File: src/rtl/sync_fifo_param_pkg.sv
// Shared definitions for the parametrised synchronous FIFO.
// Latency: n/a (types, defaults and a constant helper only).
// Backpressure: n/a.
package sync_fifo_pkg;

  localparam int DATA_W_DEF = 48;
  localparam int DEPTH_DEF  = 16;

  // Registered status flags, all derived from the next-state occupancy.
  typedef struct packed {
    logic empty;
    logic full;
    logic almst_full;
    logic almst_empty;
  } fifo_flags_t;

  // Ceiling log2 for elaboration-time width derivation.
  function automatic int clog2(input int value);
    int res;
    res = 0;
    while ((1 << res) < value) res++;
    return res;
  endfunction

endpackage

File: src/rtl/sync_fifo_param_if.sv
// Request/status bundle between a producer/consumer pair and the FIFO.
// Latency: n/a (wiring only).
// Backpressure: the consumer of the bundle watches full/empty; the FIFO rejects anything it cannot accept.
interface sync_fifo_param_if
  import sync_fifo_pkg::*;
#(
  parameter int DATA_W = DATA_W_DEF,
  parameter int DEPTH  = DEPTH_DEF,
  parameter int ADDR_W = clog2(DEPTH)
);

  logic              i_wr_en;
  logic              i_rd_en;
  logic [DATA_W-1:0] i_data;
  logic [ADDR_W:0]   i_afull_thresh;
  logic [ADDR_W:0]   i_aempty_thresh;
  logic              i_clr_err;

  logic [DATA_W-1:0] o_fifo_data;
  logic              o_fifo_empty;
  logic              o_fifo_full;
  logic              o_fifo_almst_full;
  logic              o_fifo_almst_empty;
  logic [ADDR_W:0]   o_fifo_count;
  logic              o_overflow;
  logic              o_underflow;

  // Side that issues writes/reads and observes status.
  modport master (
    output i_wr_en, i_rd_en, i_data, i_afull_thresh, i_aempty_thresh, i_clr_err,
    input  o_fifo_data, o_fifo_empty, o_fifo_full, o_fifo_almst_full,
           o_fifo_almst_empty, o_fifo_count, o_overflow, o_underflow
  );

  // The FIFO itself.
  modport slave (
    input  i_wr_en, i_rd_en, i_data, i_afull_thresh, i_aempty_thresh, i_clr_err,
    output o_fifo_data, o_fifo_empty, o_fifo_full, o_fifo_almst_full,
           o_fifo_almst_empty, o_fifo_count, o_overflow, o_underflow
  );

endinterface

File: src/rtl/sync_fifo_param_fifo_mem_dp.sv
// Simple dual-port register array: synchronous write, registered read with optional write-through bypass.
// Latency: read data appears one cycle after rd_en (or byp_en).
// Backpressure: none; the caller guarantees address validity.
module fifo_mem_dp
  import sync_fifo_pkg::*;
#(
  parameter int DATA_W = DATA_W_DEF,
  parameter int DEPTH  = DEPTH_DEF,
  parameter int ADDR_W = clog2(DEPTH)
) (
  input  logic              i_clk,
  input  logic              i_rst_n,
  input  logic              wr_en,
  input  logic [ADDR_W-1:0] wr_addr,
  input  logic [DATA_W-1:0] wr_dat,
  input  logic              rd_en,
  input  logic [ADDR_W-1:0] rd_addr,
  input  logic              byp_en,
  input  logic [DATA_W-1:0] byp_dat,
  output logic [DATA_W-1:0] rd_dat
);

  logic [DATA_W-1:0] mem [DEPTH];

  // Storage array: no reset, contents are only meaningful once written.
  always_ff @(posedge i_clk) begin
    if (wr_en) mem[wr_addr] <= wr_dat;
  end

  // Output register: a read takes the old word even if the same slot is written this edge.
  always_ff @(posedge i_clk or negedge i_rst_n) begin
    if (!i_rst_n)    rd_dat <= '0;
    else if (rd_en)  rd_dat <= mem[rd_addr];
    else if (byp_en) rd_dat <= byp_dat;
  end

endmodule

File: src/rtl/sync_fifo_param.sv
// Parametrised single-clock FIFO with thresholds, occupancy and sticky errors; FIFO_FWFT_EN selects first-word-fall-through.
// Latency: standard mode data 1 cycle after accepted read; FWFT head visible 1 cycle after write into empty.
// Backpressure: writes rejected when full (unless a read frees a slot), reads rejected when empty; both flagged sticky.
module sync_fifo_param
  import sync_fifo_pkg::*;
#(
  parameter int DATA_W = DATA_W_DEF,
  parameter int DEPTH  = DEPTH_DEF,
  parameter int ADDR_W = clog2(DEPTH)
) (
  input logic i_clk,
  input logic i_rst_n,
  sync_fifo_param_if.slave bus
);

  localparam int CW = ADDR_W + 1;

  logic [ADDR_W:0]   wr_ptr_q, rd_ptr_q;
  logic [ADDR_W:0]   count_q, count_nxt;
  fifo_flags_t       flags_q, flags_nxt;
  logic              ovf_q, unf_q;
  logic              rd_acc, wr_acc;
  logic              mem_we, mem_rd, byp_en;
  logic [DATA_W-1:0] mem_rdat;
`ifdef FIFO_FWFT_EN
  logic              mem_nempty, load;
`endif

  // Accept decisions from registered flags, and how they map onto the array.
  always_comb begin
    rd_acc = bus.i_rd_en & ~flags_q.empty;
    wr_acc = bus.i_wr_en & (~flags_q.full | rd_acc);
`ifdef FIFO_FWFT_EN
    // The output register is the head slot: refill it whenever it is free or being popped.
    mem_nempty = (wr_ptr_q != rd_ptr_q);
    load       = (flags_q.empty | rd_acc) & (mem_nempty | wr_acc);
    mem_rd     = load & mem_nempty;
    byp_en     = load & ~mem_nempty;
    mem_we     = wr_acc & ~byp_en;
`else
    mem_rd     = rd_acc;
    byp_en     = 1'b0;
    mem_we     = wr_acc;
`endif
  end

  // Next occupancy and the flags it implies against the live thresholds.
  always_comb begin
    count_nxt = count_q;
    if (wr_acc && !rd_acc)      count_nxt = count_q + CW'(1);
    else if (rd_acc && !wr_acc) count_nxt = count_q - CW'(1);
    flags_nxt.empty       = (count_nxt == '0);
    flags_nxt.full        = (count_nxt == CW'(DEPTH));
    flags_nxt.almst_full  = (count_nxt >= bus.i_afull_thresh);
    flags_nxt.almst_empty = (count_nxt <= bus.i_aempty_thresh);
  end

  // Pointer, count and flag state.
  always_ff @(posedge i_clk or negedge i_rst_n) begin
    if (!i_rst_n) begin
      wr_ptr_q <= '0;
      rd_ptr_q <= '0;
      count_q  <= '0;
      flags_q  <= '{empty: 1'b1, full: 1'b0, almst_full: 1'b0, almst_empty: 1'b1};
    end else begin
      if (mem_we) wr_ptr_q <= wr_ptr_q + CW'(1);
      if (mem_rd) rd_ptr_q <= rd_ptr_q + CW'(1);
      count_q <= count_nxt;
      flags_q <= flags_nxt;
    end
  end

  // Sticky error flags; a fresh error outranks a clear in the same cycle.
  always_ff @(posedge i_clk or negedge i_rst_n) begin
    if (!i_rst_n) begin
      ovf_q <= 1'b0;
      unf_q <= 1'b0;
    end else begin
      ovf_q <= (bus.i_wr_en & flags_q.full & ~rd_acc) | (ovf_q & ~bus.i_clr_err);
      unf_q <= (bus.i_rd_en & flags_q.empty) | (unf_q & ~bus.i_clr_err);
    end
  end

  fifo_mem_dp #(
    .DATA_W (DATA_W),
    .DEPTH  (DEPTH),
    .ADDR_W (ADDR_W)
  ) u_mem (
    .i_clk   (i_clk),
    .i_rst_n (i_rst_n),
    .wr_en   (mem_we),
    .wr_addr (wr_ptr_q[ADDR_W-1:0]),
    .wr_dat  (bus.i_data),
    .rd_en   (mem_rd),
    .rd_addr (rd_ptr_q[ADDR_W-1:0]),
    .byp_en  (byp_en),
    .byp_dat (bus.i_data),
    .rd_dat  (mem_rdat)
  );

  assign bus.o_fifo_data        = mem_rdat;
  assign bus.o_fifo_empty       = flags_q.empty;
  assign bus.o_fifo_full        = flags_q.full;
  assign bus.o_fifo_almst_full  = flags_q.almst_full;
  assign bus.o_fifo_almst_empty = flags_q.almst_empty;
  assign bus.o_fifo_count       = count_q;
  assign bus.o_overflow         = ovf_q;
  assign bus.o_underflow        = unf_q;

endmodule
File: src/flat_wrapper.sv
// flat-port wrapper written by rule: the top's interface ports become plain ports
module sync_fifo_param_flat import sync_fifo_pkg::*;
#(
  parameter int DATA_W = DATA_W_DEF,
  parameter int DEPTH  = DEPTH_DEF,
  parameter int ADDR_W = clog2(DEPTH)
)
  (i_clk, i_rst_n, bus_i_wr_en, bus_i_rd_en, bus_i_data, bus_i_afull_thresh, bus_i_aempty_thresh, bus_i_clr_err, bus_o_fifo_data, bus_o_fifo_empty, bus_o_fifo_full, bus_o_fifo_almst_full, bus_o_fifo_almst_empty, bus_o_fifo_count, bus_o_overflow, bus_o_underflow);
  sync_fifo_param_if #(.DATA_W(DATA_W), .DEPTH(DEPTH), .ADDR_W(ADDR_W)) bus_i ();
  input logic i_clk;
  input logic i_rst_n;
  input wire logic [$bits(bus_i.i_wr_en)-1:0] bus_i_wr_en;
  input wire logic [$bits(bus_i.i_rd_en)-1:0] bus_i_rd_en;
  input wire logic [$bits(bus_i.i_data)-1:0] bus_i_data;
  input wire logic [$bits(bus_i.i_afull_thresh)-1:0] bus_i_afull_thresh;
  input wire logic [$bits(bus_i.i_aempty_thresh)-1:0] bus_i_aempty_thresh;
  input wire logic [$bits(bus_i.i_clr_err)-1:0] bus_i_clr_err;
  output wire logic [$bits(bus_i.o_fifo_data)-1:0] bus_o_fifo_data;
  output wire logic [$bits(bus_i.o_fifo_empty)-1:0] bus_o_fifo_empty;
  output wire logic [$bits(bus_i.o_fifo_full)-1:0] bus_o_fifo_full;
  output wire logic [$bits(bus_i.o_fifo_almst_full)-1:0] bus_o_fifo_almst_full;
  output wire logic [$bits(bus_i.o_fifo_almst_empty)-1:0] bus_o_fifo_almst_empty;
  output wire logic [$bits(bus_i.o_fifo_count)-1:0] bus_o_fifo_count;
  output wire logic [$bits(bus_i.o_overflow)-1:0] bus_o_overflow;
  output wire logic [$bits(bus_i.o_underflow)-1:0] bus_o_underflow;
  assign bus_i.i_wr_en = bus_i_wr_en;
  assign bus_i.i_rd_en = bus_i_rd_en;
  assign bus_i.i_data = bus_i_data;
  assign bus_i.i_afull_thresh = bus_i_afull_thresh;
  assign bus_i.i_aempty_thresh = bus_i_aempty_thresh;
  assign bus_i.i_clr_err = bus_i_clr_err;
  assign bus_o_fifo_data = bus_i.o_fifo_data;
  assign bus_o_fifo_empty = bus_i.o_fifo_empty;
  assign bus_o_fifo_full = bus_i.o_fifo_full;
  assign bus_o_fifo_almst_full = bus_i.o_fifo_almst_full;
  assign bus_o_fifo_almst_empty = bus_i.o_fifo_almst_empty;
  assign bus_o_fifo_count = bus_i.o_fifo_count;
  assign bus_o_overflow = bus_i.o_overflow;
  assign bus_o_underflow = bus_i.o_underflow;
  sync_fifo_param #(.DATA_W(DATA_W), .DEPTH(DEPTH), .ADDR_W(ADDR_W)) u_core (.i_clk(i_clk), .i_rst_n(i_rst_n), .bus(bus_i));
endmodule
File: config.mk
export PLATFORM = sky130hd
export DESIGN_NAME = sync_fifo_param_flat
export DESIGN_NICKNAME = d
export VERILOG_FILES = /design/src/rtl/sync_fifo_param_pkg.sv /design/src/rtl/sync_fifo_param_if.sv /design/src/rtl/sync_fifo_param_fifo_mem_dp.sv /design/src/rtl/sync_fifo_param.sv /design/src/flat_wrapper.sv
export SDC_FILE = /design/constraint.sdc
export NUM_CORES = 1
export LEC_CHECK = 0
export ABC_CLOCK_PERIOD_IN_PS = 2700
export CELL_PAD_IN_SITES_DETAIL_PLACEMENT = 1
export CELL_PAD_IN_SITES_GLOBAL_PLACEMENT = 1
export CORE_ASPECT_RATIO = 1.4
export CORE_UTILIZATION = 35
export CTS_BUF_LIST = sky130_fd_sc_hd__clkbuf_4 sky130_fd_sc_hd__clkbuf_8 sky130_fd_sc_hd__clkbuf_16
export CTS_CLUSTER_SIZE = 14
export DETAILED_ROUTE_END_ITERATION = 6
export PLACE_DENSITY_LB_ADDON = 0.1
export SYNTH_ARGS = -nofsm -noshare
export SYNTH_HDL_FRONTEND = slang
export SYNTH_SLANG_ARGS = --single-unit
File: constraint.sdc
create_clock -name i_clk -period 2.7 [get_ports i_clk]
set_clock_uncertainty 0.15 [all_clocks]
set_input_delay 0.405 -clock i_clk [delete_from_list [all_inputs] [get_ports i_clk]]
set_output_delay 0.405 -clock i_clk [all_outputs]
set_load 0.01 [all_outputs]
==> results of run 1 <==
synth_stat cells, types with 2 or more instances:
master / number
a21oi_1: 2
and2_1: 12
and4_1: 5
buf_2: 31
buf_4: 26
buf_6: 4
clkbuf_1: 45
clkbuf_4: 4
dfrtp_1: 65
dfstp_2: 2
edfxtp_1: 768
ha_1: 16
inv_1: 16
mux2i_1: 384
nand2_1: 15
nand2b_1: 3
nand3_1: 4
nand4_1: 2
nor2_1: 149
nor2b_1: 2
nor3_1: 48
nor4_1: 96
o211ai_1: 2
o21ai_0: 9
o22ai_1: 144
xnor2_1: 8
xor2_2: 2
layout make-up:
| type | instances | share of cell area (%) |
|---|---|---|
| tap | 1197 | 3.815 |
| timing repair buffer | 264 | 7.987 |
| inverter | 17 | 0.1625 |
| clock inverter | 38 | 0.9816 |
| clock buffer | 116 | 6.164 |
| sequential | 835 | 63.03 |
| multi-input combinational | 921 | 17.86 |
worst max path at each step:
| stage | slack, ns | startpoint | depth (start not counted) | end |
|---|---|---|---|---|
| after global routing | 0.06 | u_core.bus.o_fifo_empty | 10 | u_core.bus.o_fifo_almst_full |
| after global placement | -0.23 | bus_i_rd_en | 10 | u_core.bus.o_fifo_almst_full |
| final | 0.20 | u_core.rd_ptr_q[0] | 7 | u_core.u_mem.rd_dat[33] |
| after CTS | 0.17 | u_core.bus.o_fifo_empty | 10 | u_core.bus.o_fifo_almst_full |
| after floorplan | 0.26 | u_core.bus.o_fifo_empty | 7 | u_core.u_mem.mem[7][0] |
| after detailed placement | -0.24 | bus_i_rd_en | 10 | u_core.bus.o_fifo_almst_full |
stage by stage:
step,setup WS (ns),area (um2)
2_1_floorplan,0.2628,32350
3_3_place_gp,-0.2309,36440
3_5_place_dp,-0.2417,36440
4_1_cts,0.1702,39260
5_1_grt,0.05829,39260
6_report,0.1970,39260
power by group:
| group | internal [W] | switching (W) |
|---|---|---|
| combinational | 0.00557 | 0.00739 |
| sequential | 0.0158 | 0.000756 |
| clock | 0.00697 | 0.00489 |
registers in the layout, indices dropped and copies added (netlist names):
register / cells
u_core.rd_ptr_q: 4
u_core.bus.o_fifo_almst_empty: 1
u_core.bus.o_overflow: 1
u_core.bus.o_fifo_count: 5
u_core.bus.o_underflow: 1
u_core.u_mem.rd_dat: 48
u_core.bus.o_fifo_full: 1
u_core.wr_ptr_q: 4
u_core.bus.o_fifo_almst_full: 1
u_core.bus.o_fifo_empty: 1
u_core.u_mem.mem: 768
cells by family (layout without fill, tap and decap cells):
group / count (synthesis) / after routing / share of synthesized area (%)
compound gates: 164 / 164 / 3.200
xor+xnor: 10 / 10 / 0.3173
fa+ha+maj: 17 / 17 / 0.6540
buf+inv: 128 / 435 / 2.047
flops: 835 / 835 / 76.52
mux: 384 / 384 / 11.89
simple gates: 346 / 346 / 5.371
metal layers:
metal / share of wire, % / wire (um)
met5: 0.023 / 20
met4: 3.0 / 2591
met3: 3.0 / 2625
met2: 52 / 44870
met1: 42 / 36280
timing repair:
item,in CTS,in global routing
endpoints found under the hold margin,29,0
gates resized for setup,1,0
setup endpoints to repair,1,0
hold buffers,1,0
worst max-delay path, cell delays in order (launching register included):
cell	delay (ns)
dfrtp_4	0.59
buf_12	0.26
buf_12	0.29
mux2i_1	0.23
o22ai_1	0.11
nor4_1	0.45
buf_4	0.20
nor3_1	0.04
==> out/summary.json, run 1 <==
{
  "worst_setup_hold_path_clk_slew": {"value": 0.06, "unit": "ns"},
  "met1_usage": {"value": 22.84, "unit": "%"},
  "number_of_flops_mapped_to_enable_cells_by_yosys": {"value": 768},
  "fmaxAchievable": {"value": 0.3995, "unit": "GHz"},
  "design.final.nets": {"value": 2203},
  "synth.top_cells.by_area": {"value": "edfxtp_1, mux2i_1, dfrtp_1, o22ai_1, nor4_1"},
  "insertion_delay": {"value": 0.64, "unit": "ns"},
  "floorplan.initialDensity": {"value": 35.41, "unit": "%"},
  "synth.avg_cell_area": {"value": 17.16, "unit": "um2"},
  "met3_usage": {"value": 2.418, "unit": "%"},
  "synth-main-ff-cell": {"value": "edfxtp_1"},
  "die-height": {"value": 361.6, "unit": "um"},
  "drive_above_1_share": {"value": 14.88, "unit": "%"},
  "outcome": {"value": "finished clean"},
  "place_congestion": {"value": 0.7298},
  "fin_setup_tns": {"value": 0, "unit": "ns"},
  "design.core.area": {"value": 91300, "unit": "um2"},
  "synth_nets": {"value": 1963},
  "setup_viol": {"value": 0},
  "detail_route.vias_per_cell": {"value": 5.171},
  "grt.busiest_layer": {"value": "met2"},
  "mostFrequentLayoutCell": {"value": "edfxtp_1"},
  "seq_area": {"value": 24750, "unit": "um2"},
  "post-route-util": {"value": 43.00, "unit": "%"},
  "synthesis.instances": {"value": 1884},
  "cts.path.max_buffers": {"value": 3},
  "numClockSinks": {"value": 835},
  "yosys_warnings": {"value": 0},
  "reg2reg_slack": {"value": 0.20, "unit": "ns"},
  "endpoint_kind": {"value": "flip-flop"},
  "hp-class": {"value": "primary input to asynchronous set/reset pin"},
  "grt_remaining_overflow": {"value": 0},
  "routed_wl": {"value": 86390, "unit": "um"},
  "grt_pass1_wl": {"value": 127500, "unit": "um"},
  "io_pins": {"value": 122},
  "synth.cell_area": {"value": 32330, "unit": "um2"},
  "synth-seq-area-share": {"value": 76.52, "unit": "%"},
  "clock_tree_from_tritoncts": {"value": "yes"},
  "drt-initial-drc-count": {"value": 832},
  "synth_top_cell_by_area": {"value": "edfxtp_1"},
  "grt_setup_unrepaired": {"value": "false"},
  "max_cap_violations": {"value": 0},
  "drtAntennaViolNets": {"value": 0},
  "shortest_clock_period_the_worst_path_allows_after_layout": {"value": 2.503, "unit": "ns"},
  "max_slew.worst_pin.slew": {"value": 0.8435, "unit": "ns"},
  "die_x": {"value": 258.9, "unit": "um"},
  "h-tree-depth": {"value": 3},
  "drtPass1Iterations": {"value": 5},
  "postCtsSetupRepairBufs": {"value": 0},
  "drc": {"value": 0},
  "diodes_inserted": {"value": 0},
  "power.leakage": {"value": 13.92, "unit": "nW"},
  "critical_path_class": {"value": "flip-flop to flip-flop"},
  "fin_cells": {"value": 3388},
  "synth.ff_latch_count": {"value": 835},
  "timing.slew.headroom": {"value": 43.59, "unit": "%"},
  "synthDistinctLibCells": {"value": 47},
  "hpwl": {"value": 52190, "unit": "um"},
  "timing.critical_path.from_type": {"value": "flip-flop"},
  "fin_hold_ws": {"value": 0.1420, "unit": "ns"},
  "flow.area_growth_from_synthesis": {"value": 21.42, "unit": "%"},
  "multiInputGateArea": {"value": 7010, "unit": "um2"},
  "routed-via-count": {"value": 17520},
  "fin_crit_sh": {"value": 92.70, "unit": "%"},
  "dp.cells": {"value": 3233},
  "port_buffers": {"value": 121},
  "synth.top_cell.area_share": {"value": 71.33, "unit": "%"},
  "final_max_slew_viol_count": {"value": 0},
  "tot_pwr": {"value": 0.04140, "unit": "W"},
  "grt_start_max_net_pins": {"value": 53},
  "met2_usage": {"value": 33.22, "unit": "%"},
  "cts-buffers-inserted": {"value": 85},
  "clock-root-buffer": {"value": "clkbuf_16"},
  "asyncSetResetFlopFracSynth": {"value": 8.024, "unit": "%"},
  "worstPathMaxFanout": {"value": 34},
  "timing.final.hold_violations": {"value": 0},
  "track_usage": {"value": 18.62, "unit": "%"},
  "floorplan_die_area": {"value": 93610, "unit": "um2"},
  "critical_path.reg2reg.endpoint": {"value": "u_core.u_mem.rd_dat[33]"},
  "final.fill_count": {"value": 8769},
  "wl_per_cell": {"value": 25.50, "unit": "um"},
  "final_cell_mix": {"value": "edfxtp_1, mux2i_1, nor2_1"},
  "initial_antenna_violation_count": {"value": 1},
  "std_cell_rows": {"value": 131},
  "power-per-cell-area": {"value": 1054, "unit": "nW/um2"},
  "power.ir.vdd_worst": {"value": 0.0006086, "unit": "V"},
  "r2r_cells": {"value": 7},
  "reg2reg_from": {"value": "u_core.rd_ptr_q[0]"},
  "critPathRequiredTime": {"value": 3.04, "unit": "ns"},
  "first_global_vias": {"value": 19090},
  "crit_arrival": {"value": 2.84, "unit": "ns"}
}
No activity file was read; power rests on OpenSTA's default activity.
==> run 2: changes to the inputs <==
CAP_MARGIN = 15   (was not set)
==> results of run 2 <==
The final DEF is identical to that of run 1; final timing and power are the same.
